--- config.mk ---
export PLATFORM = sky130hd
export DESIGN_NAME = prog_loader
export DESIGN_NICKNAME = d
export VERILOG_FILES = /design/src/rtl/loader_pkg.sv /design/src/rtl/prog_loader_uart_rx.sv /design/src/rtl/prog_loader.sv
export SDC_FILE = /design/constraint.sdc
export NUM_CORES = 1
export LEC_CHECK = 0
export BUFFER_PORTS_ARGS = -buffer_cell sky130_fd_sc_hd__buf_2
export CAP_MARGIN = 20
export CELL_PAD_IN_SITES_DETAIL_PLACEMENT = 0
export CELL_PAD_IN_SITES_GLOBAL_PLACEMENT = 1
export CORE_MARGIN = 1
export CORE_UTILIZATION = 40
export CTS_CLUSTER_SIZE = 10
export DETAILED_ROUTE_END_ITERATION = 10
export PLACE_DENSITY = 0.84
export SYNTH_ARGS = -nofsm -noshare
export SYNTH_HDL_FRONTEND = slang
export SYNTH_HIERARCHICAL = 1
export SYNTH_SLANG_ARGS = --single-unit
--- constraint.sdc ---
create_clock -name clk -period 2.1 [get_ports clk]
set_input_delay 0.315 -clock clk [delete_from_list [all_inputs] [get_ports clk]]
set_output_delay 0.315 -clock clk [all_outputs]
set_load 0.1 [all_outputs]
--- src/rtl/loader_pkg.sv ---
// Shared types and constants for the UART program loader.
// Latency: n/a (declarations only).
// Backpressure: n/a (declarations only).
package loader_pkg;

  // Start-of-frame marker that opens every program download.
  localparam logic [7:0] HDR_BYTE = 8'hA5;

  typedef enum logic [2:0] {
    IDLE,
    LEN,
    DATA,
    CSUM,
    DONE,
    ERR
  } ld_state_t;

  // A frame is in flight while the length, payload or checksum is being received.
  function automatic logic is_busy(input ld_state_t s);
    return (s == LEN) || (s == DATA) || (s == CSUM);
  endfunction

endpackage

--- src/rtl/prog_loader_uart_rx.sv ---
// 8N1 UART receiver: 2-flop synchroniser, mid-bit start check, mid-bit data/stop sampling.
// Latency: byte_valid/frame_err pulse ~2 cycles after the middle of the stop bit.
// Backpressure: none; each pulse lasts one cycle and is lost if the consumer is not looking.
module uart_rx #(
  parameter int CLKS_PER_BIT = 434
) (
  input  logic       clk,
  input  logic       reset,
  input  logic       rx,
  output logic       byte_valid,
  output logic       frame_err,
  output logic [7:0] byte_data
);

  localparam int CNT_W = $clog2(CLKS_PER_BIT + 1);
  localparam logic [CNT_W-1:0] FULL_M1 = CNT_W'(CLKS_PER_BIT - 1);
  localparam logic [CNT_W-1:0] HALF_M1 = CNT_W'(CLKS_PER_BIT / 2 - 1);

  typedef enum logic [2:0] {
    U_IDLE,
    U_START,
    U_DATA,
    U_STOP,
    U_WAIT
  } urx_state_t;

  urx_state_t       ust;
  logic [1:0]       sync;
  logic             rx_s;
  logic [CNT_W-1:0] cnt;
  logic [2:0]       bit_idx;
  logic [7:0]       shreg;

  assign rx_s = sync[1];

  // Synchronise the line, then walk start/data/stop bits sampling at mid-bit.
  always_ff @(posedge clk) begin
    if (reset) begin
      sync       <= 2'b11;
      ust        <= U_IDLE;
      cnt        <= '0;
      bit_idx    <= '0;
      shreg      <= '0;
      byte_valid <= 1'b0;
      frame_err  <= 1'b0;
      byte_data  <= '0;
    end else begin
      sync       <= {sync[0], rx};
      byte_valid <= 1'b0;
      frame_err  <= 1'b0;
      case (ust)
        U_IDLE: begin
          cnt <= '0;
          if (!rx_s) ust <= U_START;
        end
        U_START: begin
          if (cnt == HALF_M1) begin
            cnt     <= '0;
            bit_idx <= '0;
            // A glitch shorter than half a bit is not a start bit.
            ust     <= rx_s ? U_IDLE : U_DATA;
          end else begin
            cnt <= cnt + 1'b1;
          end
        end
        U_DATA: begin
          if (cnt == FULL_M1) begin
            cnt   <= '0;
            shreg <= {rx_s, shreg[7:1]};
            if (bit_idx == 3'd7) ust <= U_STOP;
            else bit_idx <= bit_idx + 1'b1;
          end else begin
            cnt <= cnt + 1'b1;
          end
        end
        U_STOP: begin
          if (cnt == FULL_M1) begin
            cnt <= '0;
            if (rx_s) begin
              byte_valid <= 1'b1;
              byte_data  <= shreg;
              ust        <= U_IDLE;
            end else begin
              // Bad stop bit: drop the byte and wait for the line to idle
              // so the low stop bit is not mistaken for a new start bit.
              frame_err <= 1'b1;
              ust       <= U_WAIT;
            end
          end else begin
            cnt <= cnt + 1'b1;
          end
        end
        U_WAIT: begin
          if (rx_s) ust <= U_IDLE;
        end
        default: ust <= U_IDLE;
      endcase
    end
  end

endmodule

--- src/rtl/prog_loader.sv ---
// UART program loader: receives A5/len/words[/csum] frames and writes instruction memory; optional checksum via LOADER_CHECKSUM_EN.
// Latency: wren one cycle after the last byte of each word; done one cycle after the final write (or checksum byte).
// Backpressure: none; memory is assumed to accept one write per cycle, UART bytes cannot be stalled.
module prog_loader
  import loader_pkg::*;
#(
  parameter int CLKS_PER_BIT = 434,
  parameter int ADDR_W       = 8,
  parameter int DATA_W       = 32
) (
  input  logic              clk,
  input  logic              reset,
  input  logic              rx,
  output logic              wren,
  output logic [ADDR_W-1:0] wraddress,
  output logic [DATA_W-1:0] data,
  output logic              cpu_reset,
  output logic              busy,
  output logic              done,
  output logic              error
);

  localparam int NB   = DATA_W / 8;
  localparam int BI_W = (NB > 1) ? $clog2(NB) : 1;
  localparam logic [BI_W-1:0] LAST_BI = BI_W'(NB - 1);

  logic       byte_valid;
  logic       frame_err;
  logic [7:0] byte_data;

  uart_rx #(.CLKS_PER_BIT(CLKS_PER_BIT)) u_uart_rx (
    .clk       (clk),
    .reset     (reset),
    .rx        (rx),
    .byte_valid(byte_valid),
    .frame_err (frame_err),
    .byte_data (byte_data)
  );

  ld_state_t       state;
  ld_state_t       state_n;
  logic [8:0]      len;       // word count, 0x00 on the wire means 256
  logic [8:0]      word_cnt;  // words already written in this frame
  logic [BI_W-1:0] byte_idx;
  logic            last_word;
`ifdef LOADER_CHECKSUM_EN
  logic [7:0]      csum;
`endif

  assign last_word = (word_cnt + 9'd1) == len;

  // Next-state decision; outputs below are registered from it.
  always_comb begin
    state_n = state;
    case (state)
      IDLE, DONE, ERR: begin
        // Line errors outside a frame carry no information and are ignored.
        if (byte_valid && (byte_data == HDR_BYTE)) state_n = LEN;
      end
      LEN: begin
        if (frame_err) state_n = ERR;
        else if (byte_valid) state_n = DATA;
      end
      DATA: begin
        if (frame_err) state_n = ERR;
`ifdef LOADER_CHECKSUM_EN
        else if (wren && last_word) state_n = CSUM;
`else
        else if (wren && last_word) state_n = DONE;
`endif
      end
`ifdef LOADER_CHECKSUM_EN
      CSUM: begin
        if (frame_err) state_n = ERR;
        else if (byte_valid) state_n = (byte_data == csum) ? DONE : ERR;
      end
`endif
      default: state_n = IDLE;
    endcase
  end

  // State register, registered status outputs and word assembly/write datapath.
  always_ff @(posedge clk) begin
    if (reset) begin
      state     <= IDLE;
      wren      <= 1'b0;
      wraddress <= '0;
      data      <= '0;
      cpu_reset <= 1'b1;
      busy      <= 1'b0;
      done      <= 1'b0;
      error     <= 1'b0;
      len       <= '0;
      word_cnt  <= '0;
      byte_idx  <= '0;
`ifdef LOADER_CHECKSUM_EN
      csum      <= '0;
`endif
    end else begin
      state     <= state_n;
      busy      <= is_busy(state_n);
      done      <= (state_n == DONE);
      error     <= (state_n == ERR);
      cpu_reset <= (state_n != DONE);
      wren      <= 1'b0;
      case (state)
        LEN: begin
          if (byte_valid) begin
            len       <= {byte_data == 8'd0, byte_data};
            word_cnt  <= '0;
            byte_idx  <= '0;
            wraddress <= '0;
`ifdef LOADER_CHECKSUM_EN
            csum      <= '0;
`endif
          end
        end
        DATA: begin
          if (byte_valid) begin
            data[8*byte_idx +: 8] <= byte_data;
            byte_idx <= (byte_idx == LAST_BI) ? '0 : byte_idx + 1'b1;
`ifdef LOADER_CHECKSUM_EN
            csum     <= csum + byte_data;
`endif
            // Only a fully assembled word is ever written.
            if (byte_idx == LAST_BI) wren <= 1'b1;
          end
          // The address holds on the final word so a 256-word load ends at 0xFF.
          if (wren && !last_word) begin
            wraddress <= wraddress + 1'b1;
            word_cnt  <= word_cnt + 9'd1;
          end
        end
        default: ;
      endcase
    end
  end

endmodule

==> results.md <==
- Vias in the first global route: between 4000 and 5000
- Placed wire-length estimate after detailed placement: 8540 um
- Leakage: 0.00233 uW
- Tot GR Track Use: 0.202
- Sinks on Clock Net: 103
- Starting density of the core: 0.418
- Gpl congestion: around 0.86
- Fin crit period: around 2200 ps
- Core Rows: 39
- Worst-Margin Slew: 501 ps
- Levels on crit path: 11
- Routed Wire Length: about 12000 um
- Average cell area after synthesis: around 8.5 um2
- Reg clk slew, reported paths: approximately 70 ps
- Cell type with the largest total area after synthesis: sky130_fd_sc_hd__dfxtp_1
- Final Instance Count excl. Fillers: between 800 and 900
- Count of flip-flops with a built-in enable after synthesis: 0
- Number of distinct library cell variants in the gate-level netlist after synthesis: between 60 and 70
- Number of buffers inserted by hold repair at cts: 0
- Worst min-delay path category: input pin to flip-flop
- Post-detailed-placement cell area: ~5500 um2
- Power per cell area: between 600 and 700 nW/um2
- Vias/cell: approximately 5.5
- Post-layout net count: around 670
- Final setup slack of the worst path: -78.8 ps
- Slowest CP cell: sky130_fd_sc_hd__dfxtp_4
- Share of the yosys chip area belonging to registers: 0.425
- Startpoint class of the critical path: flip-flop
- CTS tree: built
- Dominant cells by area after synthesis: sky130_fd_sc_hd__dfxtp_1, sky130_fd_sc_hd__a21oi_1, sky130_fd_sc_hd__nand2_1
- Max Clock Freq: 459 MHz
- 1st-iter DRT viols: 161
- Final worst clock skew: roughly 9.7 ps
- Kind of critical path: flip-flop to flip-flop
- Largest net degree at the start of global routing: 32
- Portion of the clock cycle consumed by the worst path in the final layout: 1.04
- Count leader, synth: sky130_fd_sc_hd__dfxtp_1
- Total gr overflow: 0
- Share of flip-flops with an asynchronous set or reset after synthesis: 0
- CTS H-tree depth: 3
- IO Port Bufs: 47
- Layout Utilization: 0.518
- Synthesized instance count: 573
- Yosys warning count: 6
- Die area: approximately 13000 um2
- Cells along the critical path: ha_4 -> nand2b_1 -> buf_4 -> a21oi_2 -> a311oi_2 -> o22ai_4 -> nor2_4 -> buf_4 -> buf_6 -> or3_1 -> a31oi_1
- Remaining routing DRC violations: 3
- CTS Buffer Depth: 2
- M1 GR Usage: 0.254
- Max-slew headroom at the worst pin: 0.668
- GR Layer Usage met2: 0.343
- Number of cells on the worst hold path: 2
- 1st-pass router iterations: 7
- Total of flip-flops plus latches after synthesis: just over 100
- Slack of the worst reg-to-reg path: -80 ps
- Main synth FF type: sky130_fd_sc_hd__dfxtp_1
- Number of maximum-capacitance constraint violations: 0
- Antenna Nets Post-Route: 0
- Die boundary width: roughly 110 um
- Area share of the largest cell type after synthesis: 0.425
- Filler cell count in the final layout: ~1100
- Arrival time at the worst endpoint: about 2500 ps
- Signed area change from the synthesized netlist to the final layout: 23.8%
- Most utilized layer in the global route result: met2
- Final hold violations: 0
- Violated checks: design-rule violations, negative setup slack
- Routed wire per std cell: 15.4 um
- Number of I/O pins: between 40 and 50
- Area of the mapped netlist: about 4900 um2
- CTS Buf Count: 9
- Maximum cell stage delay along the critical path: about 380 ps
- Root Buffer Master: sky130_fd_sc_hd__clkbuf_16
- Die Height: between 100 and 150 um
- Count of antenna diodes in the layout: 0
- Antenna violations before repair: 0
- Global-route wire length before repair: approximately 20000 um
- Placed cell count: roughly 780
- Synthesized net count: a little under 600
- Via Count: around 4400
- CP endpoint kind: flip-flop
- Crit-path leading delay family: compound AO/OA/AOI/OAI gates
- Worst path bufs/invs: 3
- Max-slew violation count: 0
- Clock latency on the worst-skew pair: roughly 350 ps
- Met3 track utilization from global routing: 0.0513
- Maximum fanout encountered on the critical timing path: 7
- Most frequent cell on the critical path: sky130_fd_sc_hd__buf_4
- Summed area of non-filler cells in the final layout: approximately 6000 um2
- Data required time at the worst endpoint: around 2400 ps
- Area inside the core boundary: between 10000 and 15000 um2
- Cell count of the worst reg-to-reg path: 11
- Ratio of cells with drive above 1 in the final layout: 0.251
- Final number of setup-violating endpoints: 14
- Final worst hold slack: 142 ps
- Worst vdd ir: roughly 0.76 mV
- Setup repair after global routing missed its margin: yes
- Run status: complete, but fails checks
- Synth cell count leaders: sky130_fd_sc_hd__dfxtp_1, sky130_fd_sc_hd__nand2_1, sky130_fd_sc_hd__a21oi_1
## report_power, final
part	internal [uW]	total (uW)	switching (uW)
logic	139	356	218
clock network	826	1600	774
registers	1980	2020	38.8
total	2940	3970	1030
## layout make-up
cell class	count	area, um2	share of cell area
multi-input combinational	423	2730	0.453
sequential	103	2080	0.345
timing repair buffer	106	697	0.116
clock buffer	10	229	0.0381
tap	143	179	0.0297
clock inverter	6	53.8	0.00895
inverter	14	52.6	0.00874
## cell usage in the layout, fill, tap and decap left out, types with 3 or more instances in the layout
master,count
sky130_fd_sc_hd__o211ai_1,4
sky130_fd_sc_hd__dfxtp_1,95
sky130_fd_sc_hd__o21ai_0,9
sky130_fd_sc_hd__buf_2,47
sky130_fd_sc_hd__nor4_1,5
sky130_fd_sc_hd__or4_1,6
sky130_fd_sc_hd__nand2b_1,3
sky130_fd_sc_hd__nor2_1,35
sky130_fd_sc_hd__nand2_1,74
sky130_fd_sc_hd__and2_1,5
sky130_fd_sc_hd__xnor2_1,5
sky130_fd_sc_hd__or2_2,4
sky130_fd_sc_hd__mux2i_1,17
sky130_fd_sc_hd__nand4_1,4
sky130_fd_sc_hd__nor3b_1,5
sky130_fd_sc_hd__o31ai_4,3
sky130_fd_sc_hd__nor2b_1,3
sky130_fd_sc_hd__and3_1,7
sky130_fd_sc_hd__clkinv_4,3
sky130_fd_sc_hd__buf_6,5
sky130_fd_sc_hd__o22ai_1,7
sky130_fd_sc_hd__ha_1,12
sky130_fd_sc_hd__or3_1,4
sky130_fd_sc_hd__buf_4,54
sky130_fd_sc_hd__dfxtp_2,6
sky130_fd_sc_hd__a21oi_1,60
sky130_fd_sc_hd__o31ai_1,3
sky130_fd_sc_hd__nand3_1,51
sky130_fd_sc_hd__nand4b_1,4
sky130_fd_sc_hd__a21oi_2,3
sky130_fd_sc_hd__o21a_1,6
sky130_fd_sc_hd__clkbuf_16,9
sky130_fd_sc_hd__xor2_1,12
sky130_fd_sc_hd__a31oi_1,10
sky130_fd_sc_hd__inv_1,13
sky130_fd_sc_hd__nor3_1,14
## worst paths after layout
path	endpoint	startpoint
setup / recovery	word_cnt[2]$_SDFFE_PP0P_	word_cnt[0]$_SDFFE_PP0P_
hold / removal	u_uart_rx/sync[0]$_SDFF_PP1_	rx
setup reg to reg	word_cnt[2]$_SDFFE_PP0P_	word_cnt[0]$_SDFFE_PP0P_
hold reg to reg	u_uart_rx/sync[1]$_SDFF_PP1_	u_uart_rx/sync[0]$_SDFF_PP1_
## state kept, by name, summed over array words and instances (netlist names)
signal,cells
data,32
len,9
u_uart_rx/cnt,9
word_cnt,9
u_uart_rx/byte_data,8
u_uart_rx/shreg,8
wraddress,8
state,3
u_uart_rx/bit_idx,3
u_uart_rx/ust,3
byte_idx,2
u_uart_rx/sync,2
busy,1
cpu_reset,1
done,1
error,1
u_uart_rx/byte_valid,1
u_uart_rx/frame_err,1
wren,1
## per-layer routing
metal	wire length, um	share of wire	vias up
met5	0	0	-
met4	154	0.012	0
met3	480	0.039	14
met2	6000	0.48	84
met1	5780	0.47	2116
li1	-	-	2226
## stage by stage
step	worst slack [ps]	TNS, ps	power, uW
final	-78.8	-554	3970
after global routing	-182	-2690	4150
after detailed placement	-86.5	-262	2410
after global placement	-22.1	-22.1	2400
after floorplan	-7.40	-7.40	2310
after CTS	-45.7	-301	4010
## cell families (layout without fill, tap and decap cells)
| logic type | Yosys count | in the layout | synth area share |
|---|---|---|---|
| buffers and inverters | 48 | 136 | 0.0438 |
| DFF | 103 | 103 | 0.425 |
| adders and majority gates | 13 | 13 | 0.0335 |
| xor gates and xnor gates | 19 | 19 | 0.0343 |
| and+or+nand+nor | 248 | 249 | 0.270 |
| AOI/OAI and AO/OA | 124 | 124 | 0.157 |
| muxes | 18 | 18 | 0.0374 |
## repair_timing
item                                    CTS  global route
buffers inserted                          8             4
cloned                                    1             0
endpoints found under the setup margin   18            34
gates resized for setup                  12            17
pin swaps                                25            18
Note: power is estimated with default switching activity, not from simulation.
